`src/rtl/mem_port_arbiter_if.sv`:
```
// Request/ack and memory bus bundle for mem_port_arbiter.
// The slave modport is the arbiter's view; master is the requesters plus memory.
interface mem_port_arbiter_if #(
    parameter int unsigned AW = 32,
    parameter int unsigned DW = 32
);
    logic          if_req;
    logic [AW-1:0] if_addr;
    logic          if_ack;
    logic [DW-1:0] if_rdata;
    logic          d_req;
    logic          d_we;
    logic [AW-1:0] d_addr;
    logic [DW-1:0] d_wdata;
    logic          d_ack;
    logic [DW-1:0] d_rdata;
    logic          mem_en;
    logic          mem_we;
    logic [AW-1:0] mem_addr;
    logic [DW-1:0] mem_wdata;
    logic [DW-1:0] mem_rdata;

    modport slave (
        input  if_req, if_addr, d_req, d_we, d_addr, d_wdata, mem_rdata,
        output if_ack, if_rdata, d_ack, d_rdata, mem_en, mem_we, mem_addr, mem_wdata
    );

    modport master (
        output if_req, if_addr, d_req, d_we, d_addr, d_wdata, mem_rdata,
        input  if_ack, if_rdata, d_ack, d_rdata, mem_en, mem_we, mem_addr, mem_wdata
    );
endinterface

```
`src/rtl/mem_port_arbiter.sv`:
```
// Fetch / load-store arbiter for one fixed-latency single-ported memory, data port first.
// Optional wait-cycle counters are built when MEMARB_STALL_CNT_EN is defined.
module mem_port_arbiter #(
    parameter int unsigned AW         = 32,
    parameter int unsigned DW         = 32,
    parameter int unsigned MEM_LAT    = 1,
    parameter int unsigned STARVE_MAX = 3
) (
    input  logic                     clk_i,
    input  logic                     reset_i,
    mem_port_arbiter_if.slave        bus_io,
    output logic [15:0]              if_stall_cnt_o,
    output logic [15:0]              d_stall_cnt_o
);
    localparam int unsigned CntW = $clog2(MEM_LAT + 1);
    localparam int unsigned StW  = $clog2(STARVE_MAX + 1);
    localparam logic [CntW-1:0] LatLast   = CntW'(MEM_LAT);
    localparam logic [StW-1:0]  StarveTop = StW'(STARVE_MAX);

    typedef enum logic [1:0] {StIdle, StBusy, StDone} state_e;

    state_e          state_q, state_d;
    logic [CntW-1:0] cnt_q, cnt_d;
    logic [StW-1:0]  starve_q, starve_d;
    logic            data_sel_q, data_sel_d;
    logic            we_q, we_d;
    logic [AW-1:0]   addr_q, addr_d;
    logic [DW-1:0]   wdata_q, wdata_d;
    logic            mem_en_q, mem_en_d;
    logic            mem_we_q, mem_we_d;
    logic            if_ack_q, if_ack_d;
    logic            d_ack_q, d_ack_d;
    logic [DW-1:0]   if_rdata_q, if_rdata_d;
    logic [DW-1:0]   d_rdata_q, d_rdata_d;
    logic            grant_data;

    always_comb begin
        state_d    = state_q;
        cnt_d      = cnt_q;
        starve_d   = starve_q;
        data_sel_d = data_sel_q;
        we_d       = we_q;
        addr_d     = addr_q;
        wdata_d    = wdata_q;
        if_rdata_d = if_rdata_q;
        d_rdata_d  = d_rdata_q;
        mem_en_d   = 1'b0;
        mem_we_d   = 1'b0;
        if_ack_d   = 1'b0;
        d_ack_d    = 1'b0;
        grant_data = 1'b0;
        unique case (state_q)
            StIdle: begin
                if (bus_io.d_req || bus_io.if_req) begin
                    // Fetch only wins a contested cycle once the guard has saturated.
                    grant_data = bus_io.d_req && !(bus_io.if_req && starve_q == StarveTop);
                    data_sel_d = grant_data;
                    we_d       = grant_data && bus_io.d_we;
                    addr_d     = grant_data ? bus_io.d_addr : bus_io.if_addr;
                    wdata_d    = grant_data ? bus_io.d_wdata : '0;
                    starve_d   = (grant_data && bus_io.if_req) ? starve_q + StW'(1) : '0;
                    cnt_d      = '0;
                    mem_en_d   = 1'b1;
                    mem_we_d   = grant_data && bus_io.d_we;
                    state_d    = StBusy;
                end
            end
            StBusy: begin
                cnt_d = cnt_q + CntW'(1);
                if (cnt_q == LatLast) begin
                    if (data_sel_q) begin
                        d_ack_d = 1'b1;
                        if (!we_q) d_rdata_d = bus_io.mem_rdata;
                    end else begin
                        if_ack_d   = 1'b1;
                        if_rdata_d = bus_io.mem_rdata;
                    end
                    state_d = StDone;
                end
            end
            StDone:  state_d = StIdle;
            default: state_d = StIdle;
        endcase
    end

    always_ff @(posedge clk_i) begin
        if (reset_i) begin
            state_q    <= StIdle;
            cnt_q      <= '0;
            starve_q   <= '0;
            data_sel_q <= 1'b0;
            we_q       <= 1'b0;
            addr_q     <= '0;
            wdata_q    <= '0;
            mem_en_q   <= 1'b0;
            mem_we_q   <= 1'b0;
            if_ack_q   <= 1'b0;
            d_ack_q    <= 1'b0;
            if_rdata_q <= '0;
            d_rdata_q  <= '0;
        end else begin
            state_q    <= state_d;
            cnt_q      <= cnt_d;
            starve_q   <= starve_d;
            data_sel_q <= data_sel_d;
            we_q       <= we_d;
            addr_q     <= addr_d;
            wdata_q    <= wdata_d;
            mem_en_q   <= mem_en_d;
            mem_we_q   <= mem_we_d;
            if_ack_q   <= if_ack_d;
            d_ack_q    <= d_ack_d;
            if_rdata_q <= if_rdata_d;
            d_rdata_q  <= d_rdata_d;
        end
    end

    assign bus_io.mem_en    = mem_en_q;
    assign bus_io.mem_we    = mem_we_q;
    assign bus_io.mem_addr  = addr_q;
    assign bus_io.mem_wdata = wdata_q;
    assign bus_io.if_ack    = if_ack_q;
    assign bus_io.if_rdata  = if_rdata_q;
    assign bus_io.d_ack     = d_ack_q;
    assign bus_io.d_rdata   = d_rdata_q;

`ifdef MEMARB_STALL_CNT_EN
    logic [15:0] if_stall_q, if_stall_d;
    logic [15:0] d_stall_q, d_stall_d;

    always_comb begin
        if_stall_d = if_stall_q;
        d_stall_d  = d_stall_q;
        if (bus_io.if_req && !if_ack_q && if_stall_q != 16'hFFFF) begin
            if_stall_d = if_stall_q + 16'd1;
        end
        if (bus_io.d_req && !d_ack_q && d_stall_q != 16'hFFFF) begin
            d_stall_d = d_stall_q + 16'd1;
        end
    end

    always_ff @(posedge clk_i) begin
        if (reset_i) begin
            if_stall_q <= '0;
            d_stall_q  <= '0;
        end else begin
            if_stall_q <= if_stall_d;
            d_stall_q  <= d_stall_d;
        end
    end

    assign if_stall_cnt_o = if_stall_q;
    assign d_stall_cnt_o  = d_stall_q;
`else
    assign if_stall_cnt_o = 16'h0000;
    assign d_stall_cnt_o  = 16'h0000;
`endif
endmodule

```
`src/flat_wrapper.sv`:
```
// flat-port wrapper written by rule: the top's interface ports become plain ports
module mem_port_arbiter_flat 
#(
    parameter int unsigned AW         = 32,
    parameter int unsigned DW         = 32,
    parameter int unsigned MEM_LAT    = 1,
    parameter int unsigned STARVE_MAX = 3
)
  (clk_i, reset_i, if_stall_cnt_o, d_stall_cnt_o, bus_io_if_req, bus_io_if_addr, bus_io_d_req, bus_io_d_we, bus_io_d_addr, bus_io_d_wdata, bus_io_mem_rdata, bus_io_if_ack, bus_io_if_rdata, bus_io_d_ack, bus_io_d_rdata, bus_io_mem_en, bus_io_mem_we, bus_io_mem_addr, bus_io_mem_wdata);
  mem_port_arbiter_if #(.AW(AW), .DW(DW)) bus_io_i ();
  input  logic clk_i;
  input  logic reset_i;
  output logic [15:0] if_stall_cnt_o;
  output logic [15:0] d_stall_cnt_o;
  input wire logic [$bits(bus_io_i.if_req)-1:0] bus_io_if_req;
  input wire logic [$bits(bus_io_i.if_addr)-1:0] bus_io_if_addr;
  input wire logic [$bits(bus_io_i.d_req)-1:0] bus_io_d_req;
  input wire logic [$bits(bus_io_i.d_we)-1:0] bus_io_d_we;
  input wire logic [$bits(bus_io_i.d_addr)-1:0] bus_io_d_addr;
  input wire logic [$bits(bus_io_i.d_wdata)-1:0] bus_io_d_wdata;
  input wire logic [$bits(bus_io_i.mem_rdata)-1:0] bus_io_mem_rdata;
  output wire logic [$bits(bus_io_i.if_ack)-1:0] bus_io_if_ack;
  output wire logic [$bits(bus_io_i.if_rdata)-1:0] bus_io_if_rdata;
  output wire logic [$bits(bus_io_i.d_ack)-1:0] bus_io_d_ack;
  output wire logic [$bits(bus_io_i.d_rdata)-1:0] bus_io_d_rdata;
  output wire logic [$bits(bus_io_i.mem_en)-1:0] bus_io_mem_en;
  output wire logic [$bits(bus_io_i.mem_we)-1:0] bus_io_mem_we;
  output wire logic [$bits(bus_io_i.mem_addr)-1:0] bus_io_mem_addr;
  output wire logic [$bits(bus_io_i.mem_wdata)-1:0] bus_io_mem_wdata;
  assign bus_io_i.if_req = bus_io_if_req;
  assign bus_io_i.if_addr = bus_io_if_addr;
  assign bus_io_i.d_req = bus_io_d_req;
  assign bus_io_i.d_we = bus_io_d_we;
  assign bus_io_i.d_addr = bus_io_d_addr;
  assign bus_io_i.d_wdata = bus_io_d_wdata;
  assign bus_io_i.mem_rdata = bus_io_mem_rdata;
  assign bus_io_if_ack = bus_io_i.if_ack;
  assign bus_io_if_rdata = bus_io_i.if_rdata;
  assign bus_io_d_ack = bus_io_i.d_ack;
  assign bus_io_d_rdata = bus_io_i.d_rdata;
  assign bus_io_mem_en = bus_io_i.mem_en;
  assign bus_io_mem_we = bus_io_i.mem_we;
  assign bus_io_mem_addr = bus_io_i.mem_addr;
  assign bus_io_mem_wdata = bus_io_i.mem_wdata;
  mem_port_arbiter #(.AW(AW), .DW(DW), .MEM_LAT(MEM_LAT), .STARVE_MAX(STARVE_MAX)) u_core (.clk_i(clk_i), .reset_i(reset_i), .bus_io(bus_io_i), .if_stall_cnt_o(if_stall_cnt_o), .d_stall_cnt_o(d_stall_cnt_o));
endmodule
```
`config.mk`:
```
export PLATFORM = sky130hd
export DESIGN_NAME = mem_port_arbiter_flat
export DESIGN_NICKNAME = d
export VERILOG_FILES = /design/src/rtl/mem_port_arbiter_if.sv /design/src/rtl/mem_port_arbiter.sv /design/src/flat_wrapper.sv
export SDC_FILE = /design/constraint.sdc
export NUM_CORES = 1
export LEC_CHECK = 0
export CORE_AREA = 2 2 120 133
export CTS_CLUSTER_DIAMETER = 40
export DETAILED_ROUTE_END_ITERATION = 7
export DIE_AREA = 0 0 122 135
export GPL_TIMING_DRIVEN = 0
export PLACE_DENSITY = 0.88
export REMOVE_ABC_BUFFERS = 1
export SLEW_MARGIN = 20
export SYNTH_ARGS = -nofsm -noshare
export SYNTH_HDL_FRONTEND = slang
export SYNTH_SLANG_ARGS = --single-unit
```
`constraint.sdc`:
```
create_clock -name clk_i -period 1.7 [get_ports clk_i]
set_input_delay 0.51 -clock clk_i [delete_from_list [all_inputs] [get_ports clk_i]]
set_output_delay 0.51 -clock clk_i [all_outputs]
set_load 0.05 [all_outputs]
```
==> impl_metrics.env, run 1 <==
export IMPL_clock_skew_ns=0.00718
export IMPL_fin_crit_sh_pct=97.0
export IMPL_grt_ovfl_total=0
export IMPL_pre_cts_ws_ns=-0.948
export IMPL_synth_distinct_cells=31
export IMPL_ys_seq_area_share_pct=47.0
export IMPL_gp_congestion=0.774
export IMPL_end_kind="output port"
export IMPL_rsz0062_at_grt="yes"
export IMPL_swShare_pct=30.4
export IMPL_path_cells="clkdlybuf4s15_2"
export IMPL_dieWidth_microns=122
export IMPL_synth_area_sq_um=5920
export IMPL_crit_family="buffers and inverters"
export IMPL_fin_area_sq_um=9460
export IMPL_peakVddDrop_mv=0.561
export IMPL_postSynthCellCount=693
export IMPL_p_leak_uw=0.00349
export IMPL_place_hpwl_microns=11900
export IMPL_grt_antenna_before_repair=0
export IMPL_drt_iter0_markers=299
export IMPL_clk_insertion_delay_late_ns=0.41
export IMPL_power_switching_uw=2830
export IMPL_worstSetupPathType="reg -> out"
export IMPL_crit_path_max_fanout=2
export IMPL_syn_area_per_cell_sq_um=8.55
export IMPL_final_setup_tns_ns=0
export IMPL_root_buffer="clkbuf_16"
export IMPL_io_buffers=264
export IMPL_hold_buffers=0
export IMPL_critPathLaunchType="flop"
export IMPL_worstHoldPathType="reg -> reg"
export IMPL_core_area_sq_um=15000
export IMPL_powerDensity_nw_per_um2=986
export IMPL_grt_pass1_vias=5706
export IMPL_synthTopCellsByArea="dfxtp_1 47%, a21oi_1 8.6%, nand2_1 8.4%"
export IMPL_grt_max_degree=110
export IMPL_critPathArrivalTime_ns=1.14
export IMPL_fin_crit_ns=1.65
export IMPL_fmax_mhz=606
export IMPL_cts_max_level=4
export IMPL_max_slew_margin_pct=45.7
export IMPL_cts_tree="yes"
export IMPL_outcome="finished clean"
export IMPL_cp_num_buf_inv=1
export IMPL_cts_sinks=139
export IMPL_n_antenna_cell=0
export IMPL_ys_flop_type="dfxtp_1"
export IMPL_pwr_share_comb_pct=22.1
export IMPL_drt_total_wl_microns=19000
export IMPL_max_clock_path_buffers=2
export IMPL_synthTopCellsByCount="139 x dfxtp_1, 132 x nand2_1, 102 x a21oi_1, 64 x nand2b_1, 42 x clkbuf_1"
export IMPL_synth_edff_count=0
export IMPL_drive_above_1_share_pct=21.3
export IMPL_synth_top_area_share_pct=47.0
export IMPL_synth_top_cell_by_area="dfxtp_1"
export IMPL_required_ns=1.19
export IMPL_worst_path_largest_cell_delay_ns=0.39
export IMPL_intPower_uw=6490
export IMPL_slew_viol_final=0
export IMPL_drc=0
export IMPL_synth_most_common_cell="dfxtp_1"
export IMPL_die_area_sq_um=16500
export IMPL_grt_pass1_wl_microns=28800
export IMPL_ant_nets=0
export IMPL_layout_setup_ws_ns=0.0511
export IMPL_place_area_sq_um=8540
export IMPL_die_height_microns=135
export IMPL_grt_usage_pct=22.3
export IMPL_timing_max_cap_violations=0
export IMPL_clock_power_share_pct=40.0
export IMPL_cp_slowest_cell="clkdlybuf4s15_2"
export IMPL_rows=47
export IMPL_path_clk_slew_ns=0.06
export IMPL_hold_ws_ns=0.451
export IMPL_vias=5876
export IMPL_dr_pass1_iters=5
export IMPL_hold_viol_final=0
export IMPL_final_nets=1062
export IMPL_synth_seq_cells=139
export IMPL_cts_buffers=17
export IMPL_yosys_warnings=0
export IMPL_via_per_inst=5.17
export IMPL_setup_viol=0
export IMPL_wire_per_inst_microns=16.7
export IMPL_io_pins=297
export IMPL_synthToLayoutAreaGrowth_pct=59.7
export IMPL_start_util_pct=39.5
export IMPL_power_frac_seq_pct=37.9
export IMPL_synthArstFlopShare_pct=0
export IMPL_tightestPinTransition_ns=0.814
[metal layers]
metal  up-vias  share of wire [%]  global-route usage [%]
met4         0                2.8                    9.45
met1      2753                 39                    25.0
met3        36                8.1                    7.14
met2       275                 50                    38.8
li1       2812                  -                       -
met5         -                  0                       0
[cell usage in the layout, fill, tap and decap left out, drive strengths merged, types with 2 or more instances in the layout]
| cell type | netlist | layout |
|---|---|---|
| a21bo | 1 | 2 |
| a21boi | 1 | 2 |
| a21oi | 102 | 102 |
| a311oi | 32 | 32 |
| buf | 55 | 16 |
| bufinv | 0 | 2 |
| clkbuf | 42 | 21 |
| clkdlybuf4s15 | 0 | 128 |
| clkdlybuf4s18 | 0 | 3 |
| clkdlybuf4s50 | 0 | 129 |
| clkinv | 0 | 7 |
| clkinvlp | 0 | 2 |
| conb | 1 | 32 |
| dfxtp | 139 | 139 |
| mux2i | 32 | 32 |
| nand2 | 132 | 132 |
| nand2b | 64 | 64 |
| nand4 | 34 | 34 |
| nor2 | 7 | 10 |
| nor3 | 2 | 2 |
| o21ai | 37 | 37 |
| or2 | 2 | 3 |
[flip-flops by register name, indices dropped and copies added, names as in the netlist, 2 cells and up]
signal,cells
u_core.bus_io.mem_addr,32
u_core.bus_io.if_rdata,32
u_core.starve_q,2
u_core.state_q,2
u_core.bus_io.mem_wdata,32
u_core.bus_io.d_rdata,32
[logic make-up after synthesis]
family	count (synthesis)	synth area share, %
compound gates	173	17.0
fa+ha+maj	1	0.211
buf+inv	97	9.14
flops	139	47.0
mux	32	5.41
other cells	1	0.0633
simple gates	250	21.2
[stage by stage]
| step | std cells | power (uW) | utilization (%) |
|---|---|---|---|
| 5_1_grt | 1137 | 9680 | 63.1 |
| 6_report | 1137 | 9330 | 63.1 |
| 2_1_floorplan | 627 | 4720 | - |
| 3_5_place_dp | 1093 | 5620 | 56.9 |
| 3_3_place_gp | 1087 | 5570 | 55.9 |
| 4_1_cts | 1131 | 9350 | 62.7 |
[power by group through the flow]
stage,logic (uW),clock network [uW],registers [uW]
2_1_floorplan,574,0,4140
4_1_cts,2030,3790,3530
6_report,2060,3730,3540
3_5_place_dp,2020,0,3600
3_3_place_gp,1980,0,3590
5_1_grt,2170,3950,3550
[repair_timing]
item | 4_1_cts | 5_1_grt
buffers inserted | 1 | 5
setup endpoints to repair | 229 | 47
cloned | 5 | 1
pin swaps | 4 | 6
resized for setup | 412 | 7
[final cells by class]
cell class / count / area [sq um]
clock buffers: 21 / 480
repair buffers: 276 / 2990
clock inverters: 11 / 118
multi-input cells: 494 / 2840
flip-flops and latches: 139 / 2780
well taps: 196 / 245
fillers: 1240 / 5530
[path summary, 6_finish.rpt]
kind	from	slack [ns]	end	depth (start not counted)
worst max-delay path	u_core.bus_io.d_rdata[27]$_SDFFE_PP0P_	0.05	bus_io_d_rdata[27]	1
worst min-delay path	u_core.bus_io.if_rdata[3]$_SDFFE_PP0P_	0.45	u_core.bus_io.if_rdata[3]$_SDFFE_PP0P_	2
worst max register to register	u_core.state_q[1]$_SDFFE_PP0P_	0.09	u_core.bus_io.mem_addr[10]$_SDFFE_PP0P_	3
worst min register to register	u_core.bus_io.if_rdata[3]$_SDFFE_PP0P_	0.45	u_core.bus_io.if_rdata[3]$_SDFFE_PP0P_	2
(Power assumes the default switching activity.)
==> inputs of run 2 (changes only) <==
--- a/config.mk
+++ b/config.mk
@@ -10,6 +10,7 @@
 export DETAILED_ROUTE_END_ITERATION = 7
 export DIE_AREA = 0 0 122 135
 export GPL_TIMING_DRIVEN = 0
+export HOLD_SLACK_MARGIN = 0.12
 export PLACE_DENSITY = 0.88
 export REMOVE_ABC_BUFFERS = 1
 export SLEW_MARGIN = 20
==> results of run 2 <==
Same layout as run 1: the final DEF is identical, and so are final timing and power.
